--- config.mk ---
export PLATFORM = sky130hd
export DESIGN_NAME = alu_responder
export DESIGN_NICKNAME = d
export VERILOG_FILES = /design/src/rtl/alu_pkg.sv /design/src/rtl/alu_core.sv /design/src/rtl/alu_responder.sv
export SDC_FILE = /design/constraint.sdc
export NUM_CORES = 1
export LEC_CHECK = 0
export CORE_ASPECT_RATIO = 1.2
export CORE_UTILIZATION = 55
export CTS_CLUSTER_DIAMETER = 30
export DETAILED_ROUTE_END_ITERATION = 6
export PLACE_DENSITY = 0.82
export REMOVE_ABC_BUFFERS = 1
export SLEW_MARGIN = 30
export SYNTH_ARGS = -nofsm -noshare
export SYNTH_HDL_FRONTEND = slang
export SYNTH_SLANG_ARGS = --single-unit
export TNS_END_PERCENT = 10
--- constraint.sdc ---
create_clock -name clk -period 3.3 [get_ports clk]
set_clock_uncertainty 0.15 [all_clocks]
set_input_delay 0.66 -clock clk [delete_from_list [all_inputs] [get_ports clk]]
set_output_delay 0.66 -clock clk [all_outputs]
set_load 0.1 [all_outputs]
--- src/rtl/alu_pkg.sv ---
// Purpose: shared types and constants for the ALU responder and its bench.
// Latency: none; this file holds types only.
// Backpressure: none; this file holds types only.
// Contents: alu_op_e opcode enum, alu_res_t result struct, default width/depth, reset result.
package alu_pkg;

  localparam int ALU_WIDTH = 8;
  localparam int ALU_DEPTH = 3;

  typedef enum logic [ALU_DEPTH-1:0] {
    ALU_ADD = 3'd0,
    ALU_SUB = 3'd1,
    ALU_AND = 3'd2,
    ALU_OR  = 3'd3,
    ALU_XOR = 3'd4,
    ALU_NOT = 3'd5,
    ALU_SHL = 3'd6,
    ALU_SHR = 3'd7
  } alu_op_e;

  typedef struct packed {
    logic [ALU_WIDTH-1:0] y;
    logic                 carry;
    logic                 zero;
    logic                 overflow;
  } alu_res_t;

  // An empty output register reads as a zero result, so zero is set.
  localparam alu_res_t ALU_RES_RST = '{y: '0, carry: 1'b0, zero: 1'b1, overflow: 1'b0};

endpackage

--- src/rtl/alu_core.sv ---
// Purpose: combinational ALU datapath, (a, b, op) -> y and flags.
// Latency: 0 cycles, purely combinational.
// Backpressure: none; the enclosing pipeline decides when the result is captured.
// Ports: a, b operands; op operation select; res result struct (y, carry, zero, overflow).
module alu_core
  import alu_pkg::*;
(
  input  logic [ALU_WIDTH-1:0] a,
  input  logic [ALU_WIDTH-1:0] b,
  input  alu_op_e              op,
  output alu_res_t             res
);

  localparam int MSB = ALU_WIDTH - 1;

  // One extra bit catches the carry out of ADD and the borrow out of SUB.
  logic [ALU_WIDTH:0] sum;
  logic [ALU_WIDTH:0] diff;

  always_comb begin
    res  = '0;
    sum  = {1'b0, a} + {1'b0, b};
    diff = {1'b0, a} - {1'b0, b};
    case (op)
      ALU_ADD: begin
        res.y        = sum[MSB:0];
        res.carry    = sum[ALU_WIDTH];
        res.overflow = (a[MSB] == b[MSB]) && (sum[MSB] != a[MSB]);
      end
      ALU_SUB: begin
        res.y        = diff[MSB:0];
        res.carry    = diff[ALU_WIDTH];
        res.overflow = (a[MSB] != b[MSB]) && (diff[MSB] != a[MSB]);
      end
      ALU_AND: res.y = a & b;
      ALU_OR:  res.y = a | b;
      ALU_XOR: res.y = a ^ b;
      ALU_NOT: res.y = ~a;
      ALU_SHL: {res.carry, res.y} = {a, 1'b0};
      ALU_SHR: {res.y, res.carry} = {1'b0, a};
      default: res.y = '0;
    endcase
    res.zero = (res.y == '0);
  end

endmodule

--- src/rtl/alu_responder.sv ---
// Purpose: two-stage handshaked ALU; S1 registers operands, S2 registers result and flags.
// Latency: 2 cycles, one op per cycle sustained while out_ready is held high.
// Backpressure: buffers two ops when out_ready is low; in_ready follows out_ready the same cycle.
// Ports: clk, rst_n; in_valid/in_ready with operand_a, operand_b, opcode; out_valid/out_ready
//        with y, carry, zero, overflow; ovf_sticky accumulated overflow.
// Build option: define ALU_STICKY_OVF_EN to enable ovf_sticky, otherwise it is tied to 0.
module alu_responder
  import alu_pkg::*;
#(
  parameter int WIDTH = ALU_WIDTH,
  parameter int DEPTH = ALU_DEPTH
) (
  input  logic             clk,
  input  logic             rst_n,
  input  logic             in_valid,
  output logic             in_ready,
  input  logic [WIDTH-1:0] operand_a,
  input  logic [WIDTH-1:0] operand_b,
  input  logic [DEPTH-1:0] opcode,
  output logic             out_valid,
  input  logic             out_ready,
  output logic [WIDTH-1:0] y,
  output logic             carry,
  output logic             zero,
  output logic             overflow,
  output logic             ovf_sticky
);

  // The opcode space and the result struct are sized by the package.
  if (DEPTH != ALU_DEPTH) begin : g_depth_chk
    $error("alu_responder: DEPTH must be 3");
  end
  if (WIDTH != ALU_WIDTH) begin : g_width_chk
    $error("alu_responder: WIDTH must match alu_pkg::ALU_WIDTH");
  end

  logic             s1_vld_q, s1_vld_d;
  logic [WIDTH-1:0] s1_a_q, s1_a_d;
  logic [WIDTH-1:0] s1_b_q, s1_b_d;
  alu_op_e          s1_op_q, s1_op_d;
  logic             s2_vld_q, s2_vld_d;
  alu_res_t         s2_res_q, s2_res_d;
  alu_res_t         core_res;
  logic             s2_load;
  logic             in_fire;

  alu_core u_core (
    .a   (s1_a_q),
    .b   (s1_b_q),
    .op  (s1_op_q),
    .res (core_res)
  );

  always_comb begin
    // S2 takes S1 whenever its current content is gone by the next edge.
    s2_load  = s1_vld_q && (!s2_vld_q || out_ready);
    // Depends only on state and out_ready, never on in_valid.
    in_ready = !s1_vld_q || s2_load;
    in_fire  = in_valid && in_ready;

    s1_vld_d = in_fire || (s1_vld_q && !s2_load);
    s1_a_d   = in_fire ? operand_a : s1_a_q;
    s1_b_d   = in_fire ? operand_b : s1_b_q;
    s1_op_d  = in_fire ? alu_op_e'(opcode) : s1_op_q;

    s2_vld_d = s2_load || (s2_vld_q && !out_ready);
    s2_res_d = s2_load ? core_res : s2_res_q;
  end

  always_ff @(posedge clk or negedge rst_n) begin
    if (!rst_n) begin
      s1_vld_q <= 1'b0;
      s1_a_q   <= '0;
      s1_b_q   <= '0;
      s1_op_q  <= ALU_ADD;
      s2_vld_q <= 1'b0;
      s2_res_q <= ALU_RES_RST;
    end else begin
      s1_vld_q <= s1_vld_d;
      s1_a_q   <= s1_a_d;
      s1_b_q   <= s1_b_d;
      s1_op_q  <= s1_op_d;
      s2_vld_q <= s2_vld_d;
      s2_res_q <= s2_res_d;
    end
  end

  assign out_valid = s2_vld_q;
  assign y         = s2_res_q.y;
  assign carry     = s2_res_q.carry;
  assign zero      = s2_res_q.zero;
  assign overflow  = s2_res_q.overflow;

`ifdef ALU_STICKY_OVF_EN
  logic ovf_sticky_q, ovf_sticky_d;

  // Only results actually handed to the consumer count.
  always_comb begin
    ovf_sticky_d = ovf_sticky_q || (s2_vld_q && out_ready && s2_res_q.overflow);
  end

  always_ff @(posedge clk or negedge rst_n) begin
    if (!rst_n) begin
      ovf_sticky_q <= 1'b0;
    end else begin
      ovf_sticky_q <= ovf_sticky_d;
    end
  end

  assign ovf_sticky = ovf_sticky_q;
`else
  assign ovf_sticky = 1'b0;
`endif

endmodule
==> impl_metrics.json, run 1 <==
{
  "status": "complete, no violations",
  "yosysMostFrequentCell": "dfrtp_1",
  "crit_arrival_ns": 2.86,
  "cts_tree": "built",
  "gp_congestion": 0.884,
  "synthDistinctLibCells": 61,
  "io_pins": 37,
  "grt_max_degree": 33,
  "clock_sink_count": 32,
  "slew_violations": 0,
  "synth_top_area_share": 0.296,
  "hpwl_mm": 4.53,
  "netlist_instances": 281,
  "clk_latency_ns": 0.29,
  "htreeDepth": 2,
  "period_share": 0.849,
  "synthTopCellsByCount": "dfrtp_1 (31), inv_1 (25), ha_1 (24)",
  "hold_buffers": 0,
  "pre_cts_ws_ns": 0.562,
  "grt_pass1_vias": 2087,
  "yosysWarnings": 0,
  "hp-class": "reg2reg",
  "drive_gt1_frac": 0.182,
  "grt_first_pass_wirelength_mm": 10.2,
  "dpl.cell_count": 364,
  "synth_seq_cells": 32,
  "tns_ns": 0,
  "power_mw": 2.08,
  "port_buffers": 35,
  "area_growth_pct": 16.5,
  "antenna_found_initial": 0,
  "dieArea_sq_um": 5040,
  "clockRootBuffer": "clkbuf_8",
  "finalSetupViolCount": 0,
  "crit_fanout": 6,
  "cts_made_buffers": 5,
  "diodes": 0,
  "max_stage_delay_ns": 0.44,
  "dieHeight_microns": 77.6,
  "synth-edff-count": 0,
  "cts.repair.resized": 0,
  "slew_headroom": 0.434,
  "dr.pass1.iters": 5,
  "drcViolationCount": 0,
  "vdd_ir_drop_max_uv": 358,
  "cp_cell_sequence": "inv_1 -> ha_1 -> fa_1 -> nand2_1 -> o21ai_0 -> or3_1 -> a32oi_1 -> and3_1 -> nand4_1 -> o31ai_1",
  "viasPerCell": 6.00,
  "start_kind": "flop",
  "syn_area_per_cell_sq_um": 9.32,
  "worst_pin_slew_ns": 0.849,
  "cts.clk_slew.worst_paths_ns": 0.07,
  "p_leak_nw": 1.35,
  "num_vias": 2232,
  "ys_async_sr_fraction": 1.00,
  "grt_overflow": 0,
  "powerDensity_nw_per_um2": 683,
  "finalHoldViolCount": 0,
  "wirelength_mm": 6.08,
  "critical_path_class": "reg2reg",
  "synth_top_area_cell": "dfrtp_1",
  "syn-cell-area_sq_um": 2620,
  "synthFlopType": "dfrtp_1",
  "start_util": 0.570,
  "post_cts_buffers": 0,
  "first_iter_violations": 184,
  "worst_ep_required_time_ns": 3.35,
  "fmax_ghz": 0.357,
  "wl_per_cell_microns": 16.4,
  "dieWidth_microns": 65.0,
  "maxCapViolations": 0,
  "crit_slowest_cell": "dfrtp_1",
  "setup_slack_ns": 0.499,
  "layout.nets": 362,
  "design_area_sq_um": 3050,
  "endpoint_kind": "flop",
  "synth.area.top_cells": "dfrtp_1 (30%), ha_1 (11%), mux2_2 (9.0%), a21oi_1 (3.6%), inv_1 (3.6%)",
  "grt_setup_unrepaired": "no",
  "core.rowCount": 27,
  "placed_area_sq_um": 2950,
  "yosysSeqAreaShare": 0.306,
  "ant_nets": 0,
  "core_sq_um": 4590,
  "cts_buffer_depth": 2,
  "final.min_clock_period_ns": 2.80,
  "layout.cells.non_filler": 372,
  "track_usage": 0.264
}
sequential cells by signal, summed over array words and instances (netlist names):
signal / count
s1_a_q: 8
s1_b_q: 8
y: 8
s1_op_q: 3
carry: 1
out_valid: 1
overflow: 1
s1_vld_q: 1
zero: 1
report_power, final:
part	internal [mW]	total [mW]	switching [mW]	leakage, nW
clock network	0.224	0.376	0.152	0.0552
logic	0.379	1.13	0.754	0.916
registers	0.474	0.575	0.101	0.379
layout by cell type (no fill, tap or decap), types with 3 or more instances in the layout:
cell	instances
o21ai_0	14
clkdlybuf4s50_1	22
buf_4	18
nand3_1	4
nand2_1	23
mux2_2	21
ha_1	24
nand2b_1	10
a21oi_1	19
xnor2_1	3
nor2_1	13
nor2b_1	8
clkbuf_8	5
nor3_1	3
o32ai_1	3
inv_1	25
o31ai_1	4
o22ai_1	6
or3_1	3
dfrtp_1	31
kinds of logic after synthesis:
family / count (synthesis) / share of synthesized area
buf+inv: 41 / 0.0764
fa+ha+maj: 26 / 0.130
mux: 26 / 0.126
simple gates: 76 / 0.147
compound gates: 75 / 0.200
flops: 32 / 0.306
other cells: 1 / 0.00143
xor+xnor: 4 / 0.0134
stage by stage:
stage	util	hold WS [ns]
floorplan	-	0.214
global placement	0.641	0.317
detailed placement	0.641	0.321
CTS	0.664	0.331
global route	0.664	0.365
finish	0.664	0.325
final timing paths:
check,startpoint,end,slack (ns),cells after the start
worst max-delay path,s1_a_q[0],zero,0.50,10
worst min-delay path,zero,zero,0.32,2
worst max register to register,s1_a_q[0],zero,0.50,10
worst min register to register,zero,zero,0.32,2
max in group asynchronous,rst_n,zero,2.05,2
min in group asynchronous,rst_n,s1_a_q[7],0.62,2
cell type report:
cell class | count | area [sq um]
sequential | 32 | 802
tap | 58 | 72.6
clock inverter | 2 | 35.0
fill | 409 | 1540
clock buffer | 6 | 72.6
inverter | 26 | 97.6
multi-input combinational | 208 | 1620
timing repair buffer | 40 | 355
worst max-delay path, delay by kind of cell (launching register included):
family | cells | cell delay (ns)
adders and majority gates | 2 | 0.64
AOI/OAI and AO/OA | 3 | 0.63
buffers and inverters | 1 | 0.10
DFF | 1 | 0.44
and+or+nand+nor | 4 | 0.76
routing by layer:
layer / routed length [microns] / vias to the layer above / global-route usage
met5: 0 / - / 0
met4: 114 / 0 / 0.0978
met3: 266 / 11 / 0.0353
met2: 3170 / 61 / 0.444
met1: 2530 / 1098 / 0.340
li1: - / 1062 / -
No activity file was read; power rests on OpenSTA's default activity.
==> run 2, diff against run 1 <==
--- a/config.mk
+++ b/config.mk
@@ -6,10 +6,10 @@
 export NUM_CORES = 1
 export LEC_CHECK = 0
 export CORE_ASPECT_RATIO = 1.2
-export CORE_UTILIZATION = 55
+export CORE_UTILIZATION = 50
 export CTS_CLUSTER_DIAMETER = 30
 export DETAILED_ROUTE_END_ITERATION = 6
-export PLACE_DENSITY = 0.82
+export PLACE_DENSITY = 0.79
 export REMOVE_ABC_BUFFERS = 1
 export SLEW_MARGIN = 30
 export SYNTH_ARGS = -nofsm -noshare
==> constraint.sdc (replaced) <==
create_clock -name clk -period 2.55 [get_ports clk]
set_clock_uncertainty 0.15 [all_clocks]
set_input_delay 0.51 -clock clk [delete_from_list [all_inputs] [get_ports clk]]
set_output_delay 0.51 -clock clk [all_outputs]
set_load 0.1 [all_outputs]
==> impl_metrics.json, run 2 (synthesized netlist as in run 1, its figures left out) <==
{
  "endpoint_kind": "flop",
  "vdd_ir_drop_max_uv": 432,
  "layout.cells.most_common": "buf_4",
  "grt_setup_unrepaired": "yes",
  "diodes": 0,
  "dieWidth_microns": 68.1,
  "port_buffers": 35,
  "critical_path_class": "reg2reg",
  "antenna_found_initial": 0,
  "seq_power_share": 0.238,
  "cts.clk_slew.worst_paths_ns": 0.08,
  "clockRootBuffer": "clkbuf_8",
  "io_pins": 37,
  "power_mw": 2.93,
  "layout.nets": 386,
  "p_sw_frac": 0.477,
  "grt_max_degree": 34,
  "placed_area_sq_um": 3100,
  "tns_ns": 0,
  "ant_nets": 0,
  "pwr-share-comb": 0.590,
  "multiInputGateArea_sq_um": 1720,
  "finalHoldViolCount": 0,
  "dieArea_sq_um": 5530,
  "viasPerCell": 5.85,
  "cts_buffer_depth": 2,
  "gp_congestion": 0.841,
  "crit_fanout": 3,
  "start_util": 0.527,
  "wl_per_cell_microns": 16.9,
  "layout_common_cells": "buf_4 (40), dfrtp_1 (29), inv_1 (23), nand2_1 (23), clkdlybuf4s50_1 (22)",
  "start_kind": "flop",
  "fmax_ghz": 0.396,
  "p_int_mw": 1.53,
  "worst_pin_slew_ns": 0.478,
  "dr.pass1.iters": 5,
  "status": "complete, no violations",
  "final.min_clock_period_ns": 2.52,
  "fill_cells": 388,
  "p_switching_mw": 1.40,
  "crit_arrival_ns": 2.55,
  "clkPwrFrac": 0.172,
  "slew_violations": 0,
  "track_usage": 0.255,
  "wirelength_mm": 6.75,
  "dieHeight_microns": 81.3,
  "period_share": 0.989,
  "core_sq_um": 4970,
  "whs_ns": 0.329,
  "p_leak_nw": 1.49,
  "grt_pass1_vias": 2272,
  "first_iter_violations": 210,
  "grt_overflow": 0,
  "slew_headroom": 0.673,
  "clk_latency_ns": 0.30,
  "drcViolationCount": 0,
  "cts_tree": "built",
  "core.rowCount": 28,
  "area_growth_pct": 28.6,
  "finalSetupViolCount": 0,
  "maxCapViolations": 0,
  "powerDensity_nw_per_um2": 869,
  "grt_first_pass_wirelength_mm": 10.4,
  "num_vias": 2327,
  "cts_made_buffers": 5,
  "regArea_sq_um": 805,
  "htreeDepth": 2,
  "hold_buffers": 0,
  "hpwl_mm": 4.79,
  "clock_sink_count": 32,
  "design_area_sq_um": 3370,
  "drive_gt1_frac": 0.302,
  "hp-class": "reg2reg",
  "worst_ep_required_time_ns": 2.58
}
[run 2: cell count changes in the layout (fill, tap and decap cells not counted), moves of 2 or more]
cell / before / now
fa_2: 0 / 2
buf_4: 18 / 40
buf_12: 0 / 2
ha_2: 0 / 2
dfrtp_1: 31 / 29
dfrtp_2: 0 / 2
fa_1: 2 / 0
ha_4: 0 / 2
o31ai_1: 4 / 2
inv_2: 0 / 2
ha_1: 24 / 20
inv_1: 25 / 23
[run 2: final cells by class]
class | instances | share of cell area
Inverter | 26 | 0.0290
Sequential cell | 32 | 0.239
Clock buffer | 5 | 0.0204
Timing Repair Buffer | 64 | 0.166
Multi-Input combinational cell | 208 | 0.511
Tap cell | 60 | 0.0223
Clock inverter | 3 | 0.0126
[run 2: timing repair]
action                     4_1_cts  5_1_grt
pin swaps                        4       10
setup buffers                    7        0
gates resized for setup          4       20
setup endpoints to repair        3        5
[run 2: worst paths after layout]
path	from	depth (start not counted)	slack, ns	to
max	s1_a_q[0]	9	0.03	y[6]
min	zero	2	0.33	zero
max reg2reg	s1_a_q[0]	9	0.03	y[6]
min reg2reg	zero	2	0.33	zero
max in group asynchronous	rst_n	2	1.46	s1_b_q[1]
min in group asynchronous	rst_n	2	0.46	y[2]
[run 2: per-stage QoR]
stage | std cells | setup slack (ns) | util
finish | 398 | 0.0276 | 0.677
global route | 398 | -0.0668 | 0.677
CTS | 398 | 0.0126 | 0.658
detailed placement | 383 | -0.0482 | 0.623
global placement | 383 | -0.00297 | 0.623
floorplan | 266 | -0.874 | -
[run 2: power by group through the flow]
stage | registers [mW] | logic [mW] | clock network, mW
final | 0.698 | 1.73 | 0.504
after global routing | 0.714 | 1.84 | 0.533
after CTS | 0.696 | 1.63 | 0.516
after detailed placement | 0.709 | 1.59 | 0
after global placement | 0.705 | 1.57 | 0
after floorplan | 1.17 | 0.680 | 0
[run 2: critical path, stage by stage (launching register included)]
cell and delay [ns]:
dfrtp_1 0.35, inv_1 0.07, ha_2 0.22, fa_2 0.36, o311a_4 0.39, o31ai_4 0.23, a22oi_1 0.13, nor2_1 0.16
a221oi_2 0.06, mux2_1 0.28
[run 2: routing by layer]
layer / vias up / wire, microns / global-route usage
li1: 1112 / - / -
met1: 1128 / 2700 / 0.306
met2: 69 / 3580 / 0.445
met3: 18 / 258 / 0.0379
met4: 0 / 210 / 0.104
met5: - / 0 / 0
